**config.mk**
```make
export PLATFORM = sky130hd
export DESIGN_NAME = mips_mem_arbiter
export DESIGN_NICKNAME = d
export VERILOG_FILES = /design/src/rtl/mips_mem_arbiter.sv
export SDC_FILE = /design/constraint.sdc
export NUM_CORES = 1
export LEC_CHECK = 0
export ABC_AREA = 1
export BUFFER_PORTS_ARGS = -buffer_cell sky130_fd_sc_hd__clkbuf_2
export CORE_ASPECT_RATIO = 1.5
export CORE_UTILIZATION = 29
export CTS_CLUSTER_DIAMETER = 80
export DETAILED_ROUTE_END_ITERATION = 10
export PLACE_DENSITY = 0.62
export SYNTH_ARGS = -nofsm -noshare
export SYNTH_HDL_FRONTEND = slang
export SYNTH_SLANG_ARGS = --single-unit
```
**constraint.sdc**
```tcl
create_clock -name c1 -period 2.7 [get_ports c1]
set_input_delay 0.54 -clock c1 [delete_from_list [all_inputs] [get_ports c1]]
set_output_delay 0.54 -clock c1 [all_outputs]
set_load 0.01 [all_outputs]
```
**src/rtl/mips_mem_arbiter.sv**
```systemverilog
// mips_mem_arbiter
// Sequences the single-ported unified instruction/data memory of the pipe_MIPS32 core.
// Three requesters share it with fixed priority LD > D > I. A starvation counter
// lets instruction fetch win once it has lost STARVE_LIMIT arbitrations in a row.
//
// Ports
//   c1, rst_n                 clock (rising edge), async active-low reset
//   halted                    core halted; masks i_req
//   ld_req/we/addr/wdata      loader/debug request;  ld_gnt, ld_done pulses
//   d_req/we/addr/wdata       MEM-stage request;     d_gnt,  d_done  pulses
//   i_req/addr                fetch request (read);  i_gnt,  i_done  pulses
//   rdata                     read data, valid with the matching *_done
//   mem_en/we/addr/wdata      memory strobe and access attributes
//   mem_rdata                 memory data, valid MEM_LAT cycles after mem_en
//   busy                      arbiter not idle
module mips_mem_arbiter #(
    parameter int unsigned AW           = 10,
    parameter int unsigned DW           = 32,
    parameter int unsigned MEM_LAT      = 1,
    parameter int unsigned STARVE_LIMIT = 3
) (
    input  logic          c1,
    input  logic          rst_n,
    input  logic          halted,
    input  logic          ld_req,
    input  logic          ld_we,
    input  logic [AW-1:0] ld_addr,
    input  logic [DW-1:0] ld_wdata,
    output logic          ld_gnt,
    output logic          ld_done,
    input  logic          d_req,
    input  logic          d_we,
    input  logic [AW-1:0] d_addr,
    input  logic [DW-1:0] d_wdata,
    output logic          d_gnt,
    output logic          d_done,
    input  logic          i_req,
    input  logic [AW-1:0] i_addr,
    output logic          i_gnt,
    output logic          i_done,
    output logic [DW-1:0] rdata,
    output logic          mem_en,
    output logic          mem_we,
    output logic [AW-1:0] mem_addr,
    output logic [DW-1:0] mem_wdata,
    input  logic [DW-1:0] mem_rdata,
    output logic          busy
);

    typedef enum logic [1:0] {StIdle, StAccess, StWait, StDone} state_e;
    typedef enum logic [1:0] {SrcNone, SrcLd, SrcD, SrcI} src_e;

    localparam logic [3:0] StarveLim = 4'(STARVE_LIMIT);
    localparam logic [2:0] WaitLast  = 3'(MEM_LAT - 1);

    state_e        r_state, w_state_nxt;
    src_e          r_src, w_win;
    logic [3:0]    r_scnt, w_scnt_nxt;
    logic [2:0]    r_wcnt, w_wcnt_nxt;
    logic          r_mem_we;
    logic [AW-1:0] r_mem_addr;
    logic [DW-1:0] r_mem_wdata;
    logic [DW-1:0] r_rdata;
    logic          w_arb;
    logic          w_i_elig;
    logic          w_last_wait;

    assign w_arb       = (r_state == StIdle) || (r_state == StDone);
    assign w_i_elig    = i_req & ~halted;
    assign w_last_wait = (r_state == StWait) && (r_wcnt == 3'd0);

    // Starvation override first, then fixed priority.
    always_comb begin
        w_win = SrcNone;
        if (w_i_elig && (r_scnt == StarveLim)) begin
            w_win = SrcI;
        end else if (ld_req) begin
            w_win = SrcLd;
        end else if (d_req) begin
            w_win = SrcD;
        end else if (w_i_elig) begin
            w_win = SrcI;
        end
    end

    always_comb begin
        w_state_nxt = r_state;
        w_scnt_nxt  = r_scnt;
        w_wcnt_nxt  = r_wcnt;
        ld_gnt      = 1'b0;
        d_gnt       = 1'b0;
        i_gnt       = 1'b0;
        ld_done     = 1'b0;
        d_done      = 1'b0;
        i_done      = 1'b0;
        mem_en      = 1'b0;
        unique case (r_state)
            StIdle, StDone: begin
                if (r_state == StDone) begin
                    ld_done = (r_src == SrcLd);
                    d_done  = (r_src == SrcD);
                    i_done  = (r_src == SrcI);
                end
                w_state_nxt = (w_win != SrcNone) ? StAccess : StIdle;
                if (!w_i_elig || (w_win == SrcI)) begin
                    w_scnt_nxt = 4'd0;
                end else if (r_scnt != 4'hF) begin
                    w_scnt_nxt = r_scnt + 4'd1;
                end
            end
            StAccess: begin
                mem_en      = 1'b1;
                ld_gnt      = (r_src == SrcLd);
                d_gnt       = (r_src == SrcD);
                i_gnt       = (r_src == SrcI);
                w_state_nxt = StWait;
                w_wcnt_nxt  = WaitLast;
            end
            StWait: begin
                if (r_wcnt == 3'd0) begin
                    w_state_nxt = StDone;
                end else begin
                    w_wcnt_nxt = r_wcnt - 3'd1;
                end
            end
            default: w_state_nxt = StIdle;
        endcase
    end

    always_ff @(posedge c1 or negedge rst_n) begin
        if (!rst_n) begin
            r_state <= StIdle;
            r_scnt  <= 4'd0;
            r_wcnt  <= 3'd0;
        end else begin
            r_state <= w_state_nxt;
            r_scnt  <= w_scnt_nxt;
            r_wcnt  <= w_wcnt_nxt;
        end
    end

    // Access attributes are captured at the arbitration edge and then held until the
    // next win, so mem_* keep their last values between accesses.
    always_ff @(posedge c1 or negedge rst_n) begin
        if (!rst_n) begin
            r_src       <= SrcNone;
            r_mem_we    <= 1'b0;
            r_mem_addr  <= '0;
            r_mem_wdata <= '0;
            r_rdata     <= '0;
        end else begin
            if (w_arb && (w_win != SrcNone)) begin
                r_src <= w_win;
                unique case (w_win)
                    SrcLd: begin
                        r_mem_we    <= ld_we;
                        r_mem_addr  <= ld_addr;
                        r_mem_wdata <= ld_wdata;
                    end
                    SrcD: begin
                        r_mem_we    <= d_we;
                        r_mem_addr  <= d_addr;
                        r_mem_wdata <= d_wdata;
                    end
                    SrcI: begin
                        r_mem_we   <= 1'b0;
                        r_mem_addr <= i_addr;
                    end
                    default: ;
                endcase
            end
            if (w_last_wait) begin
                r_rdata <= mem_rdata;
            end
        end
    end

    assign rdata     = r_rdata;
    assign mem_we    = r_mem_we;
    assign mem_addr  = r_mem_addr;
    assign mem_wdata = r_mem_wdata;
    assign busy      = (r_state != StIdle);

endmodule

```
* Yosys cells after proc, flatten, opt, wreduce, memory -nomap -nowiden
Cells that the tools add are included.
Word-level totals: register bits after elaboration 86, latch bits 0, bits in writable memories 0, bits in read-only memories 0, input bits 134, logic and storage cells 68, memories kept 0
Cells by class: add/subtract/negate cells 2, $mul 0, divide/modulo/power cells 0, order comparisons 0, equal/unequal tests 13, shifts and indexed selects 0, multiplexer cells 24, bitwise operators 2, reductions and logical operators 19
Operator list (number):
- one-hot mux 32 bit (2 select lines) | 1
- one-hot mux 10 bit (3 select lines) | 1
- equality test 2 bit, second input constant | 6
- 2-to-1 mux 1 bit | 11
- 2-to-1 mux 2 bit | 5
- nonzero test 2 bit | 5
- 2-to-1 mux 4 bit | 2
- AND reduction 2 bit | 4
- equality test 2 x 1 -> 1 bit, second input constant | 3
- one-hot mux 2 bit (3 select lines) | 1
- one-hot mux 3 bit (2 select lines) | 1
- adder 4 x 1 -> 4 bit, second input constant | 1
- equality test 4 x 2 -> 1 bit, second input constant | 1
- inequality test 4 bit, second input constant | 1
- logical AND 1 bit | 3
- logical NOT 3 bit | 1
- 2-to-1 mux 3 bit | 1
- one-hot mux 1 bit (3 select lines) | 1
- nonzero test 3 bit | 1
- subtractor 3 x 1 -> 3 bit, second input constant | 1
- logical NOT 2 bit | 1
- logical OR 1 bit | 2
- inequality test 2 x 1 -> 1 bit, second input constant | 1
- inequality test 2 bit, second input constant | 1
- 4 further kinds | 4

* Logic depth before layout (Yosys ltp)
depth in word-level cells 10, gate-level depth with buffers 14, mapped depth without buffers 13

* Worst setup path before layout
OpenSTA, ideal clock, no wires.
kind in2reg, start in i_req, end reg r_mem_wdata[2], in the netlist mem_wdata[2], library setup time 0.122 ns, arrival time 1.827 ns, data required time 2.578 ns, slack 0.751 ns, stages on the path 11, path buffers 1, path through inv_1 > nor2_1 > nand3_1 > nand3_1 > inv_1 > ha_1 > nor2_4 > inv_4 > nor2_8 > clkbuf_8 > a21oi_1
Between the ends: word-level cells in the longest chain between the ends 8
RTL lines:
- start, declared | RTL line 37 | input logic i_req,
- bitwise AND 1 bit (*) | RTL line 69 | assign w_i_elig = i_req & ~halted;
- 2-to-1 mux 2 bit | RTL line 81 | end else if (w_i_elig) begin
- 2-to-1 mux 2 bit | RTL line 79 | end else if (d_req) begin
- 2-to-1 mux 2 bit | RTL line 77 | end else if (ld_req) begin
- 2-to-1 mux 2 bit (*) | RTL line 75 | if (w_i_elig && (r_scnt == StarveLim)) begin
- named net w_win[0] | RTL line 57 | src_e r_src, w_win;
- equality test 2 bit (tied with other cells) | RTL line 154 | unique case (w_win)
- nonzero test 2 bit (no line) / logical AND 1 bit (equally long branches)
- AND reduction 2 bit (no line)
- end signal, assigned | RTL line 158 | r_mem_wdata <= ld_wdata;
- end signal, assigned | RTL line 163 | r_mem_wdata <= d_wdata;
- end, declared | RTL line 62 | logic [DW-1:0] r_mem_wdata;
The timed path passes the listed nets; every way through them passes the cells marked *. A chain may end at the register's enable or synchronous reset.

* Worst setup path in the final report
start reg r_state[0], end out d_done
Between the ends: word-level cells in the longest chain between the ends 3
RTL lines:
- start, declared | RTL line 56 | state_e r_state, w_state_nxt;
- start signal, assigned | RTL line 132 | r_state <= StIdle;
- start signal, assigned | RTL line 136 | r_state <= w_state_nxt;
- equality test 2 bit / logical NOT 2 bit (equally long branches) | RTL line 97, 99
- 2-to-1 mux 1 bit / OR reduction 2 bit (equally long branches) | RTL line 99, 97
- 2-to-1 mux 1 bit (*) | RTL line 97 | unique case (r_state)
- end, declared | RTL line 36 | output logic d_done,
Mark *: on every way between the ends. The rest lies on a longest branch, timed or not.

==> out/metrics.json <==
{
  "tritoncts.num_buffers": {"value": 9},
  "period_needed": {"value": 2.42, "unit": "ns"},
  "ant_nets": {"value": 0},
  "clk-insertion-delay-late": {"value": 0.34, "unit": "ns"},
  "boundaryPins": {"value": 217},
  "cts_setup_buffers": {"value": 0},
  "die_y": {"value": 155, "unit": "um"},
  "setup-violations-final": {"value": 0},
  "critPathLaunchType": {"value": "flop"},
  "end_kind": {"value": "output pin"},
  "area_share_of_the_largest_cell_type_after_synthesis": {"value": 47.7, "unit": "%"},
  "postSynthAreaPerCell": {"value": 8.11, "unit": "um^2"},
  "hold_path_class": {"value": "in -> async"},
  "run_status": {"value": "finished, final reports clean"},
  "number_of_antenna_violations_at_the_first_check_in_global_routing": {"value": 0},
  "buffer_ports.inserted": {"value": 216},
  "routed_via_density": {"value": 4.23},
  "synth_top_cells_by_area": {"value": "dfrtp_1 (48%), nor2_1 (10%), nand2_1 (8.8%), a21oi_2 (5.4%), inv_1 (5.0%)"},
  "fp-row-count": {"value": 55},
  "number_of_enable_type_register_cells_in_the_synthesized_netlist": {"value": 0},
  "antenna_cells_inserted": {"value": 0},
  "worstPathArrival": {"value": 1.88, "unit": "ns"},
  "detailed_place_hpwl": {"value": 9180, "unit": "um"},
  "via_count": {"value": 4108},
  "setup_repair_after_global_routing_missed_its_margin": {"value": "false"},
  "chipWidth": {"value": 104, "unit": "um"},
  "power_leakage": {"value": 3.31, "unit": "nW"},
  "synthFlopType": {"value": "dfrtp_1"},
  "floorplan_die_area": {"value": 0.0161, "unit": "mm^2"},
  "ys_seq_area_share": {"value": 47.7, "unit": "%"},
  "timing_hold_violations_final": {"value": 0},
  "cts_buffer_depth": {"value": 2},
  "multi_input_gate_area": {"value": 0.00191, "unit": "mm^2"},
  "clock_sinks": {"value": 86},
  "fmax": {"value": 0.413, "unit": "GHz"},
  "postSynthRegisterBits": {"value": 86},
  "first_pass_drt_iterations": {"value": 4},
  "detailed_route_wl": {"value": 11700, "unit": "um"},
  "detailedRoute.firstIterationViolations": {"value": 130},
  "vdd.ir_drop.worst": {"value": 428, "unit": "uV"},
  "finish.net_count": {"value": 914},
  "ys.warnings.count": {"value": 0},
  "final.setup.tns": {"value": 0, "unit": "ns"},
  "largest_net_degree_at_the_start_of_global_routing": {"value": 66},
  "sequential_cell_area": {"value": 0.00215, "unit": "mm^2"},
  "first_global_vias": {"value": 4065},
  "synth-async-reset-ratio": {"value": 100, "unit": "%"},
  "post_drt_wl_per_cell": {"value": 12.1, "unit": "um"},
  "area_overhead_of_the_layout_relative_to_synthesis": {"value": 33.6, "unit": "%"},
  "ctsHoldBuffers": {"value": 0},
  "post-layout-total-power": {"value": 0.00616, "unit": "W"},
  "drcViolationCount": {"value": 0},
  "clk_transition_reported_paths": {"value": 0.07, "unit": "ns"},
  "timing.critical_path.fanout_max": {"value": 6},
  "yosys-top-cells-count": {"value": "nor2_1 (123), nand2_1 (106), dfrtp_1 (86), inv_1 (60), o21ai_0 (36)"},
  "report.final.slew_viol_count": {"value": 0},
  "gate_count_after_technology_mapping": {"value": 556},
  "dp_worst_setup_slack": {"value": 0.248, "unit": "ns"},
  "fillCellCount": {"value": 1622},
  "worst_ep_required_time": {"value": 2.16, "unit": "ns"},
  "cts-root-buf": {"value": "clkbuf_16"},
  "postcts_resize_cnt": {"value": 0},
  "final_worst_path_setup_slack": {"value": 0.277, "unit": "ns"},
  "relSlewSlack": {"value": 64.2, "unit": "%"},
  "global_route.overflow_total": {"value": 0},
  "period_share": {"value": 89.7, "unit": "%"},
  "initial_util": {"value": 29.8, "unit": "%"},
  "gpl.final_weighted_congestion": {"value": 0.805},
  "layout-drive-gt1-share": {"value": 37.8, "unit": "%"},
  "tightest_slew": {"value": 0.537, "unit": "ns"},
  "cts_tree": {"value": "yes"},
  "gr-usage-all-layers": {"value": 15.4, "unit": "%"},
  "powerDensity": {"value": 1020, "unit": "mW/mm^2"},
  "yosysTopAreaCell": {"value": "dfrtp_1"},
  "drv_cap": {"value": 0},
  "core-area": {"value": 0.0151, "unit": "mm^2"},
  "fin_skew": {"value": 0.00777, "unit": "ns"},
  "cts_h_tree_lvls": {"value": 3},
  "netlist-cell-type-count": {"value": 26},
  "cell_area_after_synthesis": {"value": 0.00451, "unit": "mm^2"},
  "critPathKind": {"value": "reg -> out"},
  "synth.most_common_cell": {"value": "nor2_1"},
  "synth.net_count": {"value": 702},
  "grt_pass1_wl": {"value": 19400, "unit": "um"}
}
## kinds of logic after synthesis
family / after synthesis / share of synthesized area [%]
DFF: 86 / 47.7
and+or+nand+nor: 275 / 25.8
xor gates and xnor gates: 1 / 0.194
buffers and inverters: 88 / 10.1
adders and majority gates: 12 / 3.33
AOI/OAI and AO/OA: 94 / 12.9
## per-layer routing
layer	track usage, %	share of wire [%]	vias to the layer above
met5	0	0	-
met4	5.65	1.9	0
met3	4.93	8.3	16
met2	26.9	49	166
met1	17.4	41	1797
li1	-	-	2129
## sequential cells by signal, indices dropped and copies added (netlist names)
signal     flops
mem_we         1
r_wcnt         3
r_src          2
r_state        2
rdata         32
mem_addr      10
mem_wdata     32
r_scnt         4
## stage by stage
step	utilization, %	hold slack, ns	std cells	instance area, um^2
after floorplan	-	0.244	556	4510
after global routing	39.8	0.105	972	6020
final	39.8	0.0837	972	6020
after global placement	38.0	0.465	956	5750
after detailed placement	38.0	0.467	956	5750
after CTS	39.8	0.0891	972	6020
## final cells by class
| type | count | area share, % |
|---|---|---|
| Multi-Input combinational cell | 382 | 31.7 |
| Timing Repair Buffer | 226 | 19.9 |
| Sequential cell | 86 | 35.7 |
| Clock buffer | 9 | 3.74 |
| Inverter | 63 | 4.05 |
| Tap cell | 199 | 4.13 |
| Clock inverter | 7 | 0.810 |
## worst paths after layout
kind / start / endpoint / slack, ns / cells after the start
max: r_state[0] / d_done / 0.28 / 6
min: rst_n / mem_wdata[3] / 0.08 / 1
max reg2reg: r_scnt[0] / mem_wdata[16] / 0.37 / 9
min reg2reg: mem_addr[0] / mem_addr[0] / 0.48 / 2
max in group asynchronous: rst_n / rdata[30] / 1.95 / 2
min in group c1: mem_rdata[18] / rdata[18] / 0.43 / 3
## where the power goes
part	switching, W	internal [W]	total (W)	leakage, nW
logic	0.00167	0.00109	0.00277	2.15
registers	0.000330	0.00190	0.00223	1.03
clock network	0.000529	0.000627	0.00116	0.136
total	0.00253	0.00362	0.00616	3.31
## worst max-delay path, stage by stage, from the launching register on
cell and delay [ns]:
dfrtp_1 0.40, inv_1 0.08, ha_1 0.41, inv_1 0.22, nand2_1 0.13, nor2_1 0.15, clkbuf_2 0.15
## placed cells by master (no fill, tap or decap), types with 3 or more instances in the layout
cell	count
clkinv_2	3
a21oi_2	28
nand3_1	6
clkbuf_2	215
nand2_1	106
or2_2	15
clkbuf_16	9
buf_4	8
dfrtp_1	86
nor2_1	123
a21oi_1	17
o21ai_0	36
inv_1	60
or2_1	17
buf_12	3
o21ai_1	11
ha_1	12
No activity file was read; power rests on OpenSTA's default activity.
